File: config.mk
export PLATFORM = sky130hd
export DESIGN_NAME = control_seq
export DESIGN_NICKNAME = d
export VERILOG_FILES = /design/src/rtl/control_seq.sv
export SDC_FILE = /design/constraint.sdc
export NUM_CORES = 1
export LEC_CHECK = 0
export CORE_MARGIN = 2
export CORE_UTILIZATION = 40
export CTS_CLUSTER_DIAMETER = 30
export DETAILED_ROUTE_END_ITERATION = 16
export PLACE_DENSITY = 0.71
export SETUP_SLACK_MARGIN = 0.2
export SYNTH_ARGS = -nofsm -noshare
export SYNTH_HDL_FRONTEND = slang
export SYNTH_SLANG_ARGS = --single-unit
export TNS_END_PERCENT = 20
File: constraint.sdc
create_clock -name clk -period 4.56 [get_ports clk]
set_input_delay 1.368 -clock clk [delete_from_list [all_inputs] [get_ports clk]]
set_output_delay 1.368 -clock clk [all_outputs]
set_load 0.01 [all_outputs]
File: src/rtl/control_seq.sv
// ID-stage control sequencer: decodes opcodes into the registered ID/EX control
// bundle, inserts bubbles, sequences LD/ST memory waits and guards call depth.
module control_seq #(
  parameter int OPW         = 5,
  parameter int STACK_DEPTH = 8,
  parameter int MEM_WAIT_EN = 1,
  parameter int TIMEOUT     = 15
) (
  input  logic                           clk,
  input  logic                           rst_n,
  input  logic [OPW-1:0]                 opcode,
  input  logic                           instr_valid,
  input  logic                           hazard,
  input  logic                           flush,
  input  logic                           mem_ready,
  output logic                           EX_branch,
  output logic                           EX_regwrite,
  output logic                           EX_memtoreg,
  output logic                           EX_memread,
  output logic                           EX_memwrite,
  output logic                           EX_alusrc,
  output logic                           EX_aluop,
  output logic                           EX_regdist,
  output logic                           EX_branchtype,
  output logic                           EX_push,
  output logic                           EX_pop,
  output logic                           EX_ret,
  output logic                           EX_jump,
  output logic                           stall,
  output logic [$clog2(STACK_DEPTH+1)-1:0] depth,
  output logic                           stack_ovf,
  output logic                           stack_unf,
  output logic                           mem_timeout,
  output logic                           illegal_op
);
  localparam int DW = $clog2(STACK_DEPTH+1);
  localparam int CW = $clog2(TIMEOUT+1);

  localparam logic [OPW-1:0] OP_ART  = OPW'(0);
  localparam logic [OPW-1:0] OP_LOG  = OPW'(1);
  localparam logic [OPW-1:0] OP_JMP  = OPW'(2);
  localparam logic [OPW-1:0] OP_BQE  = OPW'(3);
  localparam logic [OPW-1:0] OP_BNE  = OPW'(4);
  localparam logic [OPW-1:0] OP_CALL = OPW'(5);
  localparam logic [OPW-1:0] OP_RET  = OPW'(6);
  localparam logic [OPW-1:0] OP_LD   = OPW'(7);
  localparam logic [OPW-1:0] OP_ST   = OPW'(8);
  localparam logic [OPW-1:0] OP_CRY  = OPW'(9);
  localparam logic [OPW-1:0] OP_IMM  = OPW'(10);

  typedef struct packed {
    logic branch, regwrite, memtoreg, memread, memwrite, alusrc, aluop;
    logic regdist, branchtype, push, pop, ret, jump;
  } ctrl_t;

  typedef enum logic [1:0] {S_DECODE, S_MEMWAIT, S_TRAP} state_t;

  state_t        state_q, state_d;
  ctrl_t         ex_q, ex_d, dec;
  logic [DW-1:0] depth_q, depth_d;
  logic [CW-1:0] cnt_q, cnt_d;
  logic          ovf_q, ovf_d, unf_q, unf_d, to_q, to_d, ill_q, ill_d;
  logic          legal, is_call, is_ret, is_mem;

  always_comb begin
    dec   = '0;
    legal = 1'b1;
    case (opcode)
      OP_ART, OP_LOG: begin dec.regdist = 1'b1; dec.regwrite = 1'b1; end
      OP_JMP:         dec.jump = 1'b1;
      OP_BQE:         dec.branch = 1'b1;
      OP_BNE:         begin dec.branch = 1'b1; dec.branchtype = 1'b1; end
      OP_CALL:        begin dec.push = 1'b1; dec.jump = 1'b1; end
      OP_RET:         begin dec.pop = 1'b1; dec.ret = 1'b1; end
      OP_LD:          begin dec.memread = 1'b1; dec.memtoreg = 1'b1;
                            dec.regwrite = 1'b1; dec.alusrc = 1'b1; end
      OP_ST:          begin dec.memwrite = 1'b1; dec.alusrc = 1'b1; end
      OP_CRY:         dec.regwrite = 1'b1;
      OP_IMM:         begin dec.regwrite = 1'b1; dec.alusrc = 1'b1; end
      default:        legal = 1'b0;
    endcase
  end

  assign is_call = (opcode == OP_CALL);
  assign is_ret  = (opcode == OP_RET);
  assign is_mem  = (opcode == OP_LD) || (opcode == OP_ST);

  always_comb begin
    state_d = state_q;
    ex_d    = '0;
    depth_d = depth_q;
    cnt_d   = cnt_q;
    ovf_d   = ovf_q;
    unf_d   = unf_q;
    to_d    = to_q;
    ill_d   = 1'b0;
    case (state_q)
      S_DECODE: begin
        if (flush || hazard || !instr_valid) begin
          // bubble only
        end else if (is_call && depth_q == DW'(STACK_DEPTH)) begin
          ovf_d   = 1'b1;
          state_d = S_TRAP;
        end else if (is_ret && depth_q == '0) begin
          unf_d   = 1'b1;
          state_d = S_TRAP;
        end else if (!legal) begin
          ill_d = 1'b1;
        end else begin
          ex_d = dec;
          if (is_call) depth_d = depth_q + DW'(1);
          if (is_ret)  depth_d = depth_q - DW'(1);
          if (is_mem && MEM_WAIT_EN != 0) begin
            state_d = S_MEMWAIT;
            cnt_d   = '0;
          end
        end
      end
      S_MEMWAIT: begin
        // a flush abandons the wait; the access already issued still completes
        if (flush || mem_ready) begin
          state_d = S_DECODE;
        end else begin
          cnt_d = cnt_q + CW'(1);
          if (cnt_d == CW'(TIMEOUT)) begin
            to_d    = 1'b1;
            state_d = S_TRAP;
          end
        end
      end
      S_TRAP: begin
        if (flush) begin
          state_d = S_DECODE;
          ovf_d   = 1'b0;
          unf_d   = 1'b0;
          to_d    = 1'b0;
        end
      end
      default: state_d = S_DECODE;
    endcase
  end

  always_ff @(posedge clk or negedge rst_n) begin
    if (!rst_n) begin
      state_q <= S_DECODE;
      ex_q    <= '0;
      depth_q <= '0;
      cnt_q   <= '0;
      ovf_q   <= 1'b0;
      unf_q   <= 1'b0;
      to_q    <= 1'b0;
      ill_q   <= 1'b0;
    end else begin
      state_q <= state_d;
      ex_q    <= ex_d;
      depth_q <= depth_d;
      cnt_q   <= cnt_d;
      ovf_q   <= ovf_d;
      unf_q   <= unf_d;
      to_q    <= to_d;
      ill_q   <= ill_d;
    end
  end

  assign stall = hazard | (state_q == S_MEMWAIT && !mem_ready) | (state_q == S_TRAP);

  assign EX_branch     = ex_q.branch;
  assign EX_regwrite   = ex_q.regwrite;
  assign EX_memtoreg   = ex_q.memtoreg;
  assign EX_memread    = ex_q.memread;
  assign EX_memwrite   = ex_q.memwrite;
  assign EX_alusrc     = ex_q.alusrc;
  assign EX_aluop      = ex_q.aluop;
  assign EX_regdist    = ex_q.regdist;
  assign EX_branchtype = ex_q.branchtype;
  assign EX_push       = ex_q.push;
  assign EX_pop        = ex_q.pop;
  assign EX_ret        = ex_q.ret;
  assign EX_jump       = ex_q.jump;
  assign depth         = depth_q;
  assign stack_ovf     = ovf_q;
  assign stack_unf     = unf_q;
  assign mem_timeout   = to_q;
  assign illegal_op    = ill_q;
endmodule

==> Word level (Yosys, flattened, before mapping) <==
Index checks and enable logic that the tools add are counted.
{ "totals": {"regBits": 27, "input_bits": 11, "out_inout_bits": 22, "elab_cells": 133} }
{ "classes": {"addsub": 3, "n_eq_ne": 27, "muxes": 50, "bitwise_logic": 5, "n_reduce_logical": 28} }
{ "op_table": {"columns": ["operator", "count"], "rows": [
  ["2-to-1 mux 13 bit", 5],
  ["2-to-1 mux 4 bit", 8],
  ["2-to-1 mux 1 bit", 22],
  ["== test 5 x 3 -> 1 bit, second input constant", 4],
  ["2-to-1 mux 2 bit", 10],
  ["inequality test 2 bit, second input constant", 10],
  ["== test 5 x 4 -> 1 bit, second input constant", 3],
  ["OR reduction 11 bit", 1],
  ["== test 5 x 2 -> 1 bit, second input constant", 2],
  ["AND reduction 5 bit", 2],
  ["adder 4 x 1 -> 4 bit, second input constant", 2],
  ["== test 4 bit, second input constant", 2],
  ["inequality test 4 bit, second input constant", 2],
  ["case mux 4 bit (2 select lines)", 1],
  ["AND reduction 4 bit", 2],
  ["nonzero test 2 bit", 4],
  ["AND reduction 7 bit", 1],
  ["case mux 1 bit (2 select lines)", 3],
  ["case mux 2 bit (3 select lines)", 1],
  ["AND reduction 6 bit", 1],
  ["OR reduction 2 bit", 3],
  ["== test 5 x 1 -> 1 bit, second input constant", 1],
  ["logical NOT 5 bit", 1],
  ["OR reduction 5 bit", 1],
  ["12 further kinds", 21]
]} }

==> Logic depth before layout (Yosys ltp) <==
{ "logic_depth": {"ltp_word": 8, "depth_mapped": 10} }

==> Worst setup path before layout <==
Ideal clock, no wire load.
{ "synth_timing": {"path_type": "input -> output", "start": "input mem_ready", "end": "output stall", "arrival_ns": 1.789, "t_required_ns": 3.192, "setup_slack_ns": 1.403, "stages": 2, "n_path_buf": 0, "path_cell_list": "nor3b_1 > or3_1"} }
{ "synth_via": {"elab_chain_len": 4} }
{ "synth_rtl": {"columns": ["item", "line_no", "rtl"], "rows": [
  ["start, declared", "15", "input logic mem_ready,"],
  ["logical NOT 1 bit", "165", "assign stall = hazard | (state_q == S_MEMWAIT && !mem_ready) | (state_q == S_TRAP);"],
  ["logical AND 1 bit", "165", null],
  ["bitwise OR 1 bit (2 in a row)", "165", null],
  ["end, declared", "29", "output logic stall,"]
]} }
Every way passes these cells.

==> Worst setup path in the final report <==
Ends and elaborated chain as after synthesis.

==> results.json <==
{
  "status": "complete, no violations",
  "hold_path.startpoint": "stack_ovf$_DFFE_PN0P_",
  "yosysWarnings": 0,
  "worstSetupStartpointType": "input port",
  "arrival_ns": 2.74,
  "mostFrequentLayoutCells": "31 x clkdlybuf4s50_1, 24 x dfrtp_1, 11 x nand2_1",
  "core-area_mm2": 0.00334,
  "cts_hold_buf": 0,
  "critPathMaxFanout": 2,
  "timing.rr.end": "depth[2]$_DFFE_PN0P_",
  "num_io_pins": 33,
  "cts_max_path_buffers": 2,
  "drc": 0,
  "drv_cap": 0,
  "tightestPinTransition_ns": 1.04,
  "leakagePower_uw": 0.000729,
  "synth_top_flop_cell": "dfrtp_1",
  "worstSetupEndpointType": "output pin",
  "h-tree-depth": 1,
  "gp_congestion": 0.752,
  "p_int_uw": 398,
  "p_total_uw": 608,
  "row_count": 21,
  "hold-path-endpoint": "stack_ovf$_DFFE_PN0P_",
  "num_vias": 1107,
  "port_buffers": 31,
  "routed_wl_mm": 2.78,
  "synth_seq_cells": 24,
  "synth_edf_count": 0,
  "clk_root_buffer_cell": "clkbuf_4",
  "yosysUniqueCellTypes": 46,
  "synthArstFlopShare": 1.00,
  "hold_viol_final": 0,
  "post-cts-setup-buffers": 0,
  "crit_required_ns": 3.19,
  "hp-class": "reg2reg",
  "syn_nets": 154,
  "overflow": 0,
  "switching_share": 0.346,
  "area_growth_pct": 26.1,
  "dieArea_mm2": 0.00396,
  "dr.pass1.iters": 4,
  "numCtsBuffers": 3,
  "diodes": 0,
  "max_freq_mhz": 243,
  "cts_tree": "yes",
  "layout-drive-gt1-share": 0.127,
  "whs_ns": 0.518,
  "fill_cells": 329,
  "grt_pass1_wl_mm": 5.06,
  "timing.hold.worst_path_depth": 1,
  "cts.clk_slew.worst_paths_ns": 0.12,
  "grt_usage": 0.158,
  "power_density_mw_per_mm2": 347,
  "r2r_start": "depth[3]$_DFFE_PN0P_",
  "multiInputGateArea_um2": 722,
  "layout_commonest_cell": "clkdlybuf4s50_1",
  "floorplan.initialDensity": 0.417,
  "cts.sinks": 24,
  "postSynthAreaPerCell_um2": 10.1,
  "cts_resized": 0,
  "placed_cell_area_mm2": 0.00172,
  "r2r_cells": 5,
  "insertion_delay_ns": 0.32,
  "seq_area_frac_synth": 0.432,
  "skew_ns": 0.00586,
  "netlist_instances": 138,
  "post-route-util": 0.525,
  "rrSetupSlack_ns": 2.67,
  "drv_slew": 0,
  "period_minus_slack_ns": 4.11,
  "path_class": "in2out",
  "tns_ns": 0,
  "post-route-period-util": 0.901,
  "ant_nets": 0,
  "wl_per_cell_um": 13.1,
  "grt_max_degree": 25,
  "rsz0062_at_grt": "no",
  "die_h_um": 63.0,
  "peakVddDrop_v": 0.000125,
  "setup_viol": 0,
  "power.clock.fraction": 0.186,
  "hpwlAfterDp_mm": 2.07,
  "pwr-share-seq": 0.457,
  "drtIter0Drc": 55,
  "grt_pass1_vias": 1135,
  "antenna_found_initial": 0,
  "drt-vias-per-instance": 5.22,
  "syn_area_mm2": 0.00139,
  "p_sw_uw": 210,
  "slew_headroom": 0.301,
  "seq_area_um2": 601,
  "die_x_um": 63.0,
  "finalInstanceArea_mm2": 0.00175,
  "p_comb_frac": 0.357,
  "layout.nets": 183
}
[sequential cells by signal, summed over array words and instances, names as in the netlist]
register / flops
EX_alusrc: 1
EX_branch: 1
EX_branchtype: 1
EX_jump: 1
EX_memread: 1
EX_memwrite: 1
EX_pop: 1
EX_push: 1
EX_regdist: 1
EX_regwrite: 1
cnt_q: 4
depth: 4
illegal_op: 1
mem_timeout: 1
stack_ovf: 1
stack_unf: 1
state_q: 2
[cell families after synthesis]
family	Yosys count	synth area share
muxes	2	0.0153
buffers and inverters	14	0.0486
xor gates and xnor gates	7	0.0441
DFF	24	0.432
AOI/OAI and AO/OA	30	0.146
and+or+nand+nor	55	0.261
adders and majority gates	5	0.0504
other	1	0.00270
[final cells by class]
type                            count  share of cell area
Tap cell                           46              0.0328
Sequential cell                    24               0.343
Multi-Input combinational cell    100               0.412
Clock buffer                        4              0.0207
Timing Repair Buffer               31               0.177
Inverter                            7              0.0150
[per-layer routing]
metal  routed length (um)  track usage
met1                 1240        0.198
met2                 1360        0.265
met3                  144       0.0324
met4                   43       0.0667
met5                    0            0
[power groups by stage]
stage          Clock (uW)  Combinational [uW]  Sequential, uW
2_1_floorplan           0                 137             283
3_3_place_gp            0                 208             281
3_5_place_dp            0                 219             282
4_1_cts               117                 221             278
5_1_grt               130                 244             286
6_report              113                 217             278
[Yosys cell counts (2+ instances only)]
| library cell | n | area share |
|---|---|---|
| o21ai_0 | 9 | 0.032 |
| inv_1 | 7 | 0.019 |
| nor3b_2 | 2 | 0.018 |
| xor2_1 | 3 | 0.019 |
| nand3b_1 | 4 | 0.022 |
| nand2_1 | 11 | 0.030 |
| a32o_1 | 2 | 0.014 |
| clkbuf_1 | 3 | 0.0081 |
| nand2b_1 | 2 | 0.0090 |
| xnor2_1 | 4 | 0.025 |
| ha_1 | 4 | 0.036 |
| nor3_2 | 2 | 0.014 |
| nor3b_1 | 3 | 0.016 |
| and2_1 | 2 | 0.0090 |
| buf_4 | 4 | 0.022 |
| nor3_1 | 2 | 0.0072 |
| or3b_2 | 3 | 0.019 |
| nor2b_1 | 3 | 0.014 |
| a21oi_1 | 5 | 0.018 |
| a21oi_2 | 3 | 0.019 |
| a31oi_1 | 4 | 0.018 |
| dfrtp_1 | 24 | 0.43 |
| nor2_1 | 9 | 0.024 |
[through the flow]
| stage | std cells | setup slack (ns) |
|---|---|---|
| final | 212 | 0.451 |
| after global routing | 212 | 0.402 |
| after CTS | 212 | 0.446 |
| after detailed placement | 208 | 0.453 |
| after global placement | 208 | 0.490 |
| after floorplan | 138 | 1.40 |
[critical path, cell delays in order]
cell             delay (ns)
clkdlybuf4s50_1        0.49
nor3b_1                0.06
or3_1                  0.34
clkdlybuf4s50_1        0.48
[how the worst max path moves through the flow]
| stage | from | end | slack [ns] | cells past startpoint |
|---|---|---|---|---|
| after floorplan | mem_ready | stall | 1.40 | 2 |
| after global placement | mem_ready | stall | 0.49 | 4 |
| after detailed placement | mem_ready | stall | 0.45 | 4 |
| after CTS | mem_ready | stall | 0.45 | 4 |
| after global routing | mem_ready | stall | 0.40 | 4 |
| final | mem_ready | stall | 0.45 | 4 |
Power figures use the tool's default switching activity.
